<file path="src/rtl/ram_arbiter.sv">
`default_nettype none
// ============================================================================
//  Module      : ram_arbiter
//  Description : Shares one write port and one synchronous read port of a
//                single-clock Ram between the instruction-fetch requester (I)
//                and the load/store requester (D). D writes are always
//                accepted. Reads are issued at most one per cycle, with
//                round-robin on ties. Same-address I-read / D-write
//                collisions are resolved in favour of the write. Read data
//                returns with 1-cycle latency and is routed to its owner.
//  Revision    : 1.0 - initial release
// ============================================================================
module ram_arbiter #(
  parameter int ADDR_WIDTH = 8,
  parameter int DATA_WIDTH = 32
) (
  input  logic                  clk,
  input  logic                  rst,

  // instruction-fetch requester (read only)
  input  logic                  i_req,
  input  logic [ADDR_WIDTH-1:0] i_addr,
  output logic                  i_gnt,
  output logic                  i_rvalid,
  output logic [DATA_WIDTH-1:0] i_rdata,

  // load/store requester (read or write)
  input  logic                  d_req,
  input  logic                  d_we,
  input  logic [ADDR_WIDTH-1:0] d_addr,
  input  logic [DATA_WIDTH-1:0] d_wdata,
  output logic                  d_gnt,
  output logic                  d_rvalid,
  output logic [DATA_WIDTH-1:0] d_rdata,

  // Ram ports
  output logic                  ram_wen,
  output logic                  ram_ren,
  output logic [ADDR_WIDTH-1:0] ram_waddr,
  output logic [ADDR_WIDTH-1:0] ram_raddr,
  output logic [DATA_WIDTH-1:0] ram_wdata,
  input  logic [DATA_WIDTH-1:0] ram_rdata
);

  // Which requester owns the read data arriving from the Ram this cycle.
  typedef enum logic [1:0] {
    OWN_NONE = 2'd0,
    OWN_I    = 2'd1,
    OWN_D    = 2'd2
  } owner_t;

  // Encoding of the round-robin history bit.
  localparam logic c_last_d = 1'b0;
  localparam logic c_last_i = 1'b1;

  owner_t                r_owner;
  logic                  r_last_rd;
  logic [DATA_WIDTH-1:0] r_i_hold;
  logic [DATA_WIDTH-1:0] r_d_hold;

  logic w_d_write;
  logic w_d_read;
  logic w_hazard;
  logic w_i_cand;
  logic w_grant_i;
  logic w_grant_d;

  // Request qualification, hazard detection and read-port arbitration.
  // Everything is gated by rst so no grant or Ram strobe leaks out while
  // the block is held in reset.
  always_comb begin
    w_d_write = rst & d_req & d_we;
    w_d_read  = rst & d_req & ~d_we;
    // An I read colliding with a D write to the same word waits one cycle
    // so it observes the freshly written data instead of the stale word.
    w_hazard  = w_d_write & i_req & (i_addr == d_addr);
    w_i_cand  = rst & i_req & ~w_hazard;
    w_grant_i = 1'b0;
    w_grant_d = 1'b0;
    if (w_i_cand && w_d_read) begin
      // Tie: alternate, favouring whoever did not win the last read.
      if (r_last_rd == c_last_d) begin
        w_grant_i = 1'b1;
      end else begin
        w_grant_d = 1'b1;
      end
    end else begin
      w_grant_i = w_i_cand;
      w_grant_d = w_d_read;
    end
  end

  assign i_gnt     = w_grant_i;
  assign d_gnt     = w_d_write | w_grant_d;

  assign ram_wen   = w_d_write;
  assign ram_waddr = d_addr;
  assign ram_wdata = d_wdata;

  assign ram_ren   = w_grant_i | w_grant_d;
  assign ram_raddr = w_grant_d ? d_addr : i_addr;

  // Track the owner of the in-flight read and the round-robin history.
  always_ff @(posedge clk or negedge rst) begin
    if (!rst) begin
      r_owner   <= OWN_NONE;
      r_last_rd <= c_last_d;
    end else begin
      if (w_grant_i) begin
        r_owner   <= OWN_I;
        r_last_rd <= c_last_i;
      end else if (w_grant_d) begin
        r_owner   <= OWN_D;
        r_last_rd <= c_last_d;
      end else begin
        r_owner   <= OWN_NONE;
      end
    end
  end

  // Capture each requester's returned word so its rdata stays stable
  // after the valid cycle until its next read completes.
  always_ff @(posedge clk or negedge rst) begin
    if (!rst) begin
      r_i_hold <= '0;
      r_d_hold <= '0;
    end else begin
      if (r_owner == OWN_I) begin
        r_i_hold <= ram_rdata;
      end
      if (r_owner == OWN_D) begin
        r_d_hold <= ram_rdata;
      end
    end
  end

  // Valid flags decode straight from the owner register; the owner sees
  // the live Ram output in its valid cycle, the other sees its held word.
  assign i_rvalid = (r_owner == OWN_I);
  assign d_rvalid = (r_owner == OWN_D);
  assign i_rdata  = i_rvalid ? ram_rdata : r_i_hold;
  assign d_rdata  = d_rvalid ? ram_rdata : r_d_hold;

endmodule
`default_nettype wire

</file>
<file path="config.mk">
export PLATFORM = sky130hd
export DESIGN_NAME = ram_arbiter
export DESIGN_NICKNAME = d
export VERILOG_FILES = /design/src/rtl/ram_arbiter.sv
export SDC_FILE = /design/constraint.sdc
export NUM_CORES = 1
export LEC_CHECK = 0
export CAP_MARGIN = 15
export CORE_ASPECT_RATIO = 1.1
export CORE_MARGIN = 1.5
export CORE_UTILIZATION = 39
export DETAILED_ROUTE_END_ITERATION = 16
export PLACE_DENSITY = 0.89
export SLEW_MARGIN = 25
export SYNTH_ARGS = -nofsm -noshare
export SYNTH_HDL_FRONTEND = slang
export SYNTH_SLANG_ARGS = --single-unit
</file>
<file path="constraint.sdc">
create_clock -name clk -period 3.5 [get_ports clk]
set_input_delay 0.7 -clock clk [delete_from_list [all_inputs] [get_ports clk]]
set_output_delay 0.7 -clock clk [all_outputs]
set_load 0.05 [all_outputs]
</file>
==> out/summary.txt <==
Synth Flop Type = dfrtp_1
Slowest cell on crit path = clkdlybuf4s50_1
DR top layer = met4
Number of max-cap violations = 0
Number of CTS-inserted buffers = 9
Via count = 1990
Met3 wire length = 672 um
Slew Viols, Final = 0
Antenna violation net count after detailed routing = 0
Gate power share = 49.3%
Post-Synthesis Net Count = 298
Crit. End Element = output port
CP startpoint kind = flip-flop
Wire length on met1 = 2510 um
# diodes = 0
P_leak = 1.83 nW
Final critical-path share of the clock period = 89.5%
PostCTS Resize Cnt = 0
Clk pwr share = 18.8%
First-pass iteration count of the detailed router = 4
Pin count of the biggest net entering global routing = 69
Vias in the first global route = 2147
First-pass GRT wire length = 10600 um
Post-DP Area = 4220 um2
CTS root buf = clkbuf_8
WL/cell = 16.4 um
CP top delay family = buffers and inverters
Initial antenna violation count = 0
Post-Layout Inst Area = 4410 um2
Starting DRT DRC Count = 28
EDFF count, synth = 0
Hold Crit Depth = 1
Clock skew = 0.00991 ns
Max_slew headroom = 45.0%
Sequential Power Share = 31.9%
Num ports = 203
P per Cell Area = 723 nW/um2
Clock tree buffer depth = 2
Slew @ Worst Pin = 0.825 ns
Pint = 1.86 mW
Die W = 87.0 um
Worst hold start = r_i_hold[15]$_DFF_PN0_
Cts hold-fix bufs = 0
Die area = 8300 um2
Max Fclk = 319 MHz
Asr flop ratio synth = 100%
CTS H-Tree Depth = 3
Worst min path class = flip-flop to flip-flop
HPWL Detailed = 5320 um
Worst VDD drop = 0.410 mV
R2R Setup Slk = 1.98 ns
Reg2reg start = r_owner[1]$_DFF_PN0_
RSZ-0062 raised after global routing = no
Worst skew pair latency = 0.33 ns
Hold Path End = r_i_hold[15]$_DFF_PN0_
Post-Syn Area = 3030 um2
Routed vias/inst = 4.65
#FFs+latches synth = 67
Post-synth cell types = 20
Worst-path clk slew = 0.07 ns
Switch share = 41.7%
Fin Setup TNS = 0 ns
CTS tree = yes
Req. time, crit path = 2.80 ns
Crit-path max cell delay = 0.81 ns
Syn-to-layout area delta = 45.6%
Initial core utilization = 40.5%
Worst path cell trace = nand2b_2 > buf_12 > mux2_2 > clkdlybuf4s50_1
Post-Syn Instances = 213
DRC violations left = 0
Psw = 1.33 mW
PortBufs = 138
Post-synthesis sequential area ratio = 55.4%
Rows = 33
Min cycle time layout = 3.13 ns
Mapped Avg Cell Area = 14.2 um2
Setup CP Type = flip-flop to output port
Worst R2R Path Depth = 3
Status = complete, no violations
WP data arrival = 2.43 ns
Layout cell share with drive strength beyond 1 = 33.7%
Finish-stage setup viols = 0
CTS sink cnt = 67
Routability cong. = 0.704
Fin nets = 403
Final Hold Vio Count = 0
Gr usage total = 17.0%
Warnings, synthesis = 0
RR Endpoint = r_d_hold[12]$_DFF_PN0_
Area of the core = 7470 um2
GRT overflow = 0
Critical path peak fanout = 18
Met2 wire len = 3730 um
Post-CTS Setup Repair Bufs = 0
Crit path buffers/inverters = 2
Drt total wl = 7000 um
Die height = 95.4 um
Fillers = 630
-- cells in the mapped netlist (2+ instances only) --
master | count | area, um2
xnor2_1 | 6 | 52.6
nand2b_1 | 2 | 12.5
buf_2 | 5 | 25.0
xor2_1 | 2 | 17.5
o21ai_0 | 2 | 10.0
nand2_1 | 2 | 7.51
mux2_2 | 72 | 811
dfrtp_1 | 67 | 1680
buf_4 | 43 | 323
inv_1 | 2 | 7.51
-- worst register-to-register path, delay by kind of cell (launching register included) --
kind / cells / cell delay, ns
buffers and inverters: 1 / 0.23
DFF: 1 / 0.42
muxes: 1 / 0.37
and+or+nand+nor: 1 / 0.38
-- metal layers --
layer	global-route usage, %	up-vias
met1	16.8	975
met5	0	-
li1	-	892
met2	31.7	112
met3	7.71	11
met4	5.24	0
-- worst max path at each step --
| stage | from | endpoint | cells after the start |
|---|---|---|---|
| global placement | d_addr[6] | ram_ren | 6 |
| floorplan | d_we | ram_ren | 4 |
| detailed placement | d_req | ram_raddr[6] | 5 |
| global route | r_owner[0]$_DFF_PN0_ | d_rdata[0] | 4 |
| CTS | r_owner[0]$_DFF_PN0_ | d_rdata[8] | 4 |
| finish | r_owner[0]$_DFF_PN0_ | d_rdata[8] | 4 |
-- sequential cells by signal, summed over array words and instances, names as in the netlist --
register and cells:
r_d_hold 32, r_i_hold 32, r_owner 2, r_last_rd 1
-- final cells by class --
cell class                      instances  area (um2)  share of cell area [%]
Multi-Input combinational cell         96        1000                    22.8
Clock inverter                          5        53.8                    1.22
Sequential cell                        67        1680                    38.1
Tap cell                              105         131                    2.98
Timing Repair Buffer                  142        1400                    31.8
Clock buffer                           11         131                    2.98
Inverter                                2        7.51                   0.170
-- kinds of logic after synthesis --
logic type	count (synthesis)	synth area share (%)
AO/OA/AOI/OAI	5	1.65
multiplexers	72	26.8
XOR/XNOR	8	2.32
flip-flops	67	55.4
AND/OR/NAND/NOR	11	2.07
buffers and inverters	50	11.7
-- through the flow --
stage	cells	util (%)	setup slack, ns	hold slack, ns	power, mW
2_1_floorplan	213	-	0.445	0.404	2.18
3_3_place_gp	412	56.5	0.578	0.476	2.58
3_5_place_dp	412	56.5	0.560	0.485	2.61
4_1_cts	428	58.9	0.311	0.500	3.22
5_1_grt	428	58.9	0.230	0.513	3.32
6_report	428	58.9	0.367	0.494	3.18
-- cells in the final DEF, fill, tap and decap left out, drive strengths merged, types with 2 or more instances in the layout --
cell type,netlist,final
o21ai,2,2
xnor2,6,6
nand2b,2,2
dfrtp,67,67
xor2,2,2
nand2,2,2
clkbuf,0,11
inv,2,2
clkinv,0,4
mux2,72,72
clkdlybuf4s50,0,125
buf,48,17
-- power by group through the flow --
| stage | Clock [mW] | Combinational (mW) | Sequential [mW] |
|---|---|---|---|
| 6_report | 0.597 | 1.57 | 1.02 |
| 3_3_place_gp | 0 | 1.56 | 1.02 |
| 3_5_place_dp | 0 | 1.58 | 1.03 |
| 2_1_floorplan | 0 | 1.17 | 1.01 |
| 4_1_cts | 0.621 | 1.58 | 1.02 |
| 5_1_grt | 0.654 | 1.63 | 1.04 |
(Power assumes the default switching activity.)
